`src/rtl/button_decoder.sv`:
```
// rtl/button_decoder.sv - synchronize, debounce and encode four color buttons plus a start button.
// First clean single press wins; ambiguous or overlapping presses wait for a full release.
module button_decoder #(
  parameter int DB_COUNT = 50000,
  parameter int DB_WIDTH = 16
) (
  input  logic       CLK,
  input  logic       RST,
  input  logic [3:0] BTN,
  input  logic       BTN_START,
  output logic [1:0] IN,
  output logic       IN_VALID,
  output logic       START_GAME
);

  localparam int NIN = 5;
  localparam logic [DB_WIDTH-1:0] CNT_LAST = DB_WIDTH'(DB_COUNT - 1);

  typedef enum logic [1:0] {
    S_IDLE     = 2'd0,
    S_PRESSED  = 2'd1,
    S_WAIT_REL = 2'd2
  } state_t;

  logic [NIN-1:0] raw;
  logic [NIN-1:0] sync1_q;
  logic [NIN-1:0] sync2_q;
  logic [DB_WIDTH-1:0] cnt_q [NIN];
  logic [DB_WIDTH-1:0] cnt_d [NIN];
  logic [NIN-1:0] db_q;
  logic [NIN-1:0] db_d;

  state_t     state_q;
  state_t     state_d;
  logic [1:0] in_q;
  logic [1:0] in_d;
  logic       valid_q;
  logic       valid_d;
  logic [3:0] btn_db;
  logic [1:0] btn_enc;

  assign raw = {BTN_START, BTN};

  always_ff @(posedge CLK) begin
    if (RST) begin
      sync1_q <= '0;
      sync2_q <= '0;
    end else begin
      sync1_q <= raw;
      sync2_q <= sync1_q;
    end
  end

  // A debounced bit flips only after DB_COUNT consecutive disagreeing samples.
  always_comb begin
    db_d = db_q;
    for (int i = 0; i < NIN; i++) begin
      cnt_d[i] = cnt_q[i];
      if (sync2_q[i] == db_q[i]) begin
        cnt_d[i] = '0;
      end else if (cnt_q[i] == CNT_LAST) begin
        db_d[i]  = ~db_q[i];
        cnt_d[i] = '0;
      end else begin
        cnt_d[i] = cnt_q[i] + DB_WIDTH'(1);
      end
    end
  end

  always_ff @(posedge CLK) begin
    if (RST) begin
      for (int i = 0; i < NIN; i++) begin
        cnt_q[i] <= '0;
      end
      db_q <= '0;
    end else begin
      cnt_q <= cnt_d;
      db_q  <= db_d;
    end
  end

  assign btn_db = db_q[3:0];

  always_comb begin
    btn_enc = 2'd0;
    for (int i = 0; i < 4; i++) begin
      if (btn_db[i]) begin
        btn_enc = 2'(i);
      end
    end
  end

  always_comb begin
    state_d = state_q;
    in_d    = in_q;
    valid_d = valid_q;
    case (state_q)
      S_IDLE: begin
        if ($onehot(btn_db)) begin
          in_d    = btn_enc;
          valid_d = 1'b1;
          state_d = S_PRESSED;
        end else if (btn_db != 4'd0) begin
          valid_d = 1'b0;
          state_d = S_WAIT_REL;
        end
      end
      S_PRESSED: begin
        if (!btn_db[in_q]) begin
          valid_d = 1'b0;
          state_d = (btn_db == 4'd0) ? S_IDLE : S_WAIT_REL;
        end
      end
      S_WAIT_REL: begin
        valid_d = 1'b0;
        if (btn_db == 4'd0) begin
          state_d = S_IDLE;
        end
      end
      default: begin
        valid_d = 1'b0;
        state_d = S_WAIT_REL;
      end
    endcase
  end

  always_ff @(posedge CLK) begin
    if (RST) begin
      state_q <= S_IDLE;
      in_q    <= 2'd0;
      valid_q <= 1'b0;
    end else begin
      state_q <= state_d;
      in_q    <= in_d;
      valid_q <= valid_d;
    end
  end

  assign IN         = in_q;
  assign IN_VALID   = valid_q;
  assign START_GAME = db_q[4];

endmodule
```
`config.mk`:
```
export PLATFORM = sky130hd
export DESIGN_NAME = button_decoder
export DESIGN_NICKNAME = d
export VERILOG_FILES = /design/src/rtl/button_decoder.sv
export SDC_FILE = /design/constraint.sdc
export NUM_CORES = 1
export LEC_CHECK = 0
export ABC_AREA = 1
export BUFFER_PORTS_ARGS = -buffer_cell sky130_fd_sc_hd__clkbuf_2
export CAP_MARGIN = 20
export CORE_UTILIZATION = 50
export CTS_CLUSTER_DIAMETER = 50
export DETAILED_ROUTE_END_ITERATION = 8
export MAX_ROUTING_LAYER = met4
export PLACE_DENSITY = 0.66
export RECOVER_POWER = 25
export REMOVE_ABC_BUFFERS = 1
export SLEW_MARGIN = 15
export SYNTH_ARGS = -nofsm -noshare
export SYNTH_HDL_FRONTEND = slang
export SYNTH_SLANG_ARGS = --single-unit
```
`constraint.sdc`:
```
create_clock -name CLK -period 3.22 [get_ports CLK]
set_clock_uncertainty 0.1 [all_clocks]
set_input_delay 0.161 -clock CLK [delete_from_list [all_inputs] [get_ports CLK]]
set_output_delay 0.161 -clock CLK [all_outputs]
set_load 0.01 [all_outputs]
```
Word level (Yosys, flattened, before mapping)

Cells that the tools add are included.

Flip-flop bits (word level): 100
Input port bits: 7
Output and inout bits: 4
Logic and storage cells: 81

$add $sub $neg: 8
Magnitude comparators: 1
Eq/ne operators: 16
Muxes and demuxes: 15
Bitwise operators: 10
Reductions and logical operators: 16

Operators by type and width:

| kind                                                                  | number |
|---|---|
| 16-bit by 1-bit adder with 16-bit output, second input constant       | 5 |
| 16-bit equality test, second input constant                           | 5 |
| 3-bit OR reduction                                                    | 5 |
| 2-bit 2-to-1 mux                                                      | 7 |
| 2-bit AND reduction                                                   | 7 |
| 1-bit NOT                                                             | 10 |
| 2-bit one-hot mux with 3 select lines                                 | 1 |
| 1-bit equality test                                                   | 5 |
| 1-bit 2-to-1 mux                                                      | 5 |
| 1-bit by 1-bit adder with 2-bit output                                | 2 |
| 4-bit zero test                                                       | 1 |
| 2-bit != test, second input constant                                  | 2 |
| 4-bit nonzero test                                                    | 1 |
| 2-bit by 2-bit adder with 3-bit output                                | 1 |
| 3-bit by 1-bit equality test with 1-bit output, second input constant | 1 |
| 2-bit by 3-bit < comparator with 1-bit output, second input constant  | 1 |
| 3-bit != test, second input constant                                  | 1 |
| 3-bit AND reduction                                                   | 1 |
| 1-bit binary-select mux with 2-bit select                             | 1 |
| 2-bit by 1-bit equality test with 1-bit output, second input constant | 1 |
| 2-bit equality test, second input constant                            | 1 |
| 2-bit zero test                                                       | 1 |
| 1-bit one-hot mux with 2 select lines                                 | 1 |

Depth between registers and ports, before layout

Word-level depth: 5
Mapped depth: 11
Gate-level depth less buffers: 11

Least setup slack after synthesis

No wires, ideal clock.

Kind: reg-to-reg
From: register db_q[0]
To: register in_q[0] (netlist: IN[0])
Library setup time: 0.121 ns
Data arrival time: 1.851 ns
Required time: 2.999 ns
Slack: 1.148 ns
Cell stages (with the launch flop): 10
Path buffers: 0
Period minus slack after synthesis: 2.072 ns
Cell sequence: dfxtp_1 > inv_1 > fa_1 > inv_1 > ha_1 > ha_1 > inv_1 > nand4_1 > o21ai_0 > a21oi_1

Longest elaborated chain between the ends: 4

Ends and longest elaborated chain:

| element                                                      | RTL line | text |
|---|---|---|
| start: declaration                                           | 30       | `logic [NIN-1:0] db_q;` |
| start signal: assignment                                     | 75       | `db_q <= '0;` |
| start signal: assignment                                     | 78       | `db_q <= db_d;` |
| 1-bit by 1-bit adder with 2-bit output (implied by the code) | 99       | `if ($onehot(btn_db)) begin` |
| 2-bit by 2-bit adder with 3-bit output (implied by the code) | 99       |  |
| 3-bit by 1-bit equality test with 1-bit output               | 99       |  |
| 2-bit AND reduction (no line)                                | n/a      |  |
| end signal: assignment                                       | 134      | `in_q <= in_d;` |
| end: declaration                                             | 35       | `logic [1:0] in_q;` |

Every way passes these cells.
A chain may end at the register's enable or synchronous reset.

Worst setup path after layout

From: register db_q[0]
To: register in_q[1] (netlist: IN[1])

The elaborated chain is that of the path after synthesis.

==> results by group <==
Status
  • Status: complete, no violations

Power and ir drop
  • Switching pwr: approximately 0.00045 W
  • Comb pwr share: 0.015
  • Clock power frac: 0.447
  • Sw frac: 0.1929
  • Internal: 0.001873 W
  • Part of the power in registers: 0.538
  • PwrDens: 428.6 mW/mm²
  • Leak: 1.834 nW
  • Max IR drop VDD: 0.3623 mV

Placement
  • Input/output buffers: 10
  • Hpwl dp: ~6.7 mm
  • Place WS: 1.019 ns
  • RD Place Congestion: 0.8619
  • Placed cell area: between 0.005 and 0.006 mm²

Layout
  • FF/Latch Area: 0.002002 mm²
  • Fillers: 976
  • Utilization after layout: 0.5565
  • Antenna diode count: 0
  • Area grow syn2layout: 8.609%
  • Design area: 0.005414 mm²
  • Area of the multi-input gates: 0.002507 mm²
  • Total Nets Final: around 740
  • Share of layout cells above drive strength 1: 0.09563

Worst setup path
  • Startpoint Class: flip-flop
  • Slack of the worst reg-to-reg path: 0.99 ns
  • Reg-to-Reg Start: db_q[0]$_SDFFE_PP0P_
  • CP delay by family, top: adder cells
  • Critical R2R Capture: IN[1]$_SDFFE_PP0P_
  • Crit path buf inv count: 4
  • Crit-path max FO: 5
  • Setup crit end kind: flip-flop
  • CP required: 3.42 ns
  • CP max stage delay: around 0.54 ns
  • WS Path Type: flip-flop to flip-flop
  • CP cell instances: inv_1 -> fa_1 -> inv_1 -> ha_1 -> ha_1 -> inv_1 -> nand4_1 -> inv_1 -> o21ai_0 -> a21oi_1
  • Levels on crit path: 10
  • FF-to-FF path depth: 10
  • Worst EP arrival: 2.43 ns
  • CP most frequent cell: inv_1
  • Critical path's slowest cell: fa_1

STA
  • Final worst slack: just under 1 ns
  • Final setup TNS: 0 ns
  • Max-slew violation count: 0
  • Fin crit share: 0.6916
  • Slew @ Worst Pin: 0.7336 ns
  • Relative slew slack: 0.5097
  • Final setup vio count: 0
  • Max frequency: 449.0 MHz
  • Final Hold Fails: 0
  • Worst hold margin: 0.07955 ns
  • Post-route minimum period: 2.227 ns
  • RSZ-0062 raised after global routing: no

Floorplan
  • I/O Pins: 11
  • Height of the die: a little over 100 µm
  • # rows: 36
  • Initial Util: 0.5123
  • Core box area: approximately 0.0097 mm²
  • Die ar.: just over 0.01 mm²
  • Die Wd: a little over 100 µm

Synth
  • Top cell type's share of synthesized area: 0.4016
  • Syn Area/Cell: 7.041 µm²
  • Sequential area share after synthesis: 0.4016
  • Synth area leader: dfxtp_1
  • Top post-synthesis cells by area: dfxtp_1 (40%), nand2_1 (10%), nor2_1 (9.6%)
  • Count of cell types in the netlist: 33
  • Cells after synthesis: 708
  • Synthesized cell area: 0.004985 mm²
  • #FFs+latches synth: 100
  • Ys Warns: 0

Clock tree
  • TritonCTS clock tree: yes
  • Longest Clk Path Bufs: 2
  • Post-CTS sizing: 0
  • H-tree levels: 3
  • Reg clk slew, reported paths: approximately 0.09 ns
  • Clock Latency Late Sink: roughly 0.36 ns
  • Hold-fix buffers, CTS: 5
  • Setup bufs post-CTS: 0
  • Clock sink total: 100
  • Clk root buf: clkbuf_8
  • Clock buffer count from CTS: 9

GRT
  • GRT Overall Usage: 0.1986
  • First-pass GRT wire length: 16.12 mm
  • Via count of the first global-routing pass: 3809
  • Largest net degree at the start of global routing: 17
  • Global route overflow: 0
  • Initial antenna violation count: 0

Routing
  • Wire length per cell: 10.54 µm
  • Via/cell ratio: 4.910
  • DR vias: 4247
  • Post-route ant nets: 0
  • DRC viols: 0
  • Drt total wl: 9.114 mm
  • First drt pass iteration count: 4
  • Drt initial violations: 139

Run
  • Max Cap Viol: 0

Min path
  • WHS Endpoint: sync1_q[2]$_SDFF_PP0_
  • Hold Crit Class: input pin to flip-flop
  • Hold path cells: 2
  • Min-delay src: RST
[metal layers]
layer / up-vias / wire [µm] / global-route usage
met1: 1908 / 4591 / 0.2416
met4: 0 / 70 / 0.06374
met5: - / 0 / -
met2: 47 / 4150 / 0.3228
li1: 2287 / - / -
met3: 5 / 302 / 0.05062
[logic make-up after synthesis]
logic type      count (synthesis)  share of synthesized area
simple gates                  398                     0.3637
buf+inv                       108                    0.09136
flops                         100                     0.4016
compound gates                 70                    0.07881
xor+xnor                       23                    0.04041
fa+ha+maj                       9                    0.02410
[area by class of cell]
| cell class | count | share of cell area |
|---|---|---|
| repair buffers | 15 | 0.01733 |
| flip-flops and latches | 100 | 0.3698 |
| multi-input cells | 500 | 0.4631 |
| inverters | 101 | 0.07003 |
| well taps | 133 | 0.03074 |
| clock inverters | 4 | 0.02219 |
| clock buffers | 12 | 0.02681 |
[worst max-delay path by stage]
stage                         startpoint                  to  slack [ns]
floorplan           db_q[0]$_SDFFE_PP0P_  IN[0]$_SDFFE_PP0P_        1.15
global placement    db_q[0]$_SDFFE_PP0P_  IN[0]$_SDFFE_PP0P_        1.06
detailed placement  db_q[0]$_SDFFE_PP0P_  IN[0]$_SDFFE_PP0P_        1.02
CTS                 db_q[0]$_SDFFE_PP0P_  IN[1]$_SDFFE_PP0P_        0.98
global route        db_q[0]$_SDFFE_PP0P_  IN[0]$_SDFFE_PP0P_        0.79
finish              db_q[0]$_SDFFE_PP0P_  IN[1]$_SDFFE_PP0P_        0.99
[cells in the mapped netlist (all sizes together)]
| cell type | instances |
|---|---|
| a21oi | 48 |
| buf | 6 |
| clkbuf | 1 |
| dfxtp | 100 |
| fa | 1 |
| ha | 8 |
| inv | 101 |
| nand2 | 148 |
| nand3 | 48 |
| nand3b | 2 |
| nand4 | 26 |
| nor2 | 143 |
| nor3 | 25 |
| o21ai | 20 |
| o21bai | 2 |
| or2 | 6 |
| xnor2 | 7 |
| xor2 | 16 |
[worst reg2reg max path, cell delays in order (launching register included)]
cell and delay [ns]:
dfxtp_1 0.37, inv_1 0.11, fa_1 0.54, inv_1 0.04
ha_1 0.17, ha_1 0.27, inv_1 0.07, nand4_1 0.19
inv_1 0.12, o21ai_0 0.08, a21oi_1 0.11
[cell usage in the layout (no fill, tap or decap), drive strengths merged]
cell type	netlist	routed
a21oi	48	48
bufinv	0	4
clkbuf	1	22
dfxtp	100	100
dlygate4sd3	0	5
fa	1	1
ha	8	8
inv	101	101
nand2	148	148
nand3	48	48
nand3b	2	2
nand4	26	26
nor2	143	143
nor3	25	25
o21ai	20	20
o21bai	2	2
or2	6	6
xnor2	7	7
xor2	16	16
[flip-flops by register name (all words and copies together) (netlist names)]
name and flops:
cnt_q 80, sync2_q 5, state_q 2, db_q 5, sync1_q 5, IN 2, IN_VALID 1
[per-stage QoR]
| step | instances | power (W) |
|---|---|---|
| after floorplan | 701 | 0.001295 |
| after detailed placement | 844 | 0.001308 |
| after global routing | 865 | 0.002393 |
| after CTS | 865 | 0.002350 |
| final | 865 | 0.002320 |
| after global placement | 844 | 0.001307 |
[power by group through the flow]
stage	Combinational, W	Sequential (W)	Clock, W
floorplan	0.0000190	0.00128	0
global placement	0.0000304	0.00128	0
detailed placement	0.0000309	0.00128	0
CTS	0.0000356	0.00125	0.00107
global route	0.0000398	0.00125	0.00110
finish	0.0000342	0.00125	0.00104
Note: power is estimated with default switching activity, not from simulation.
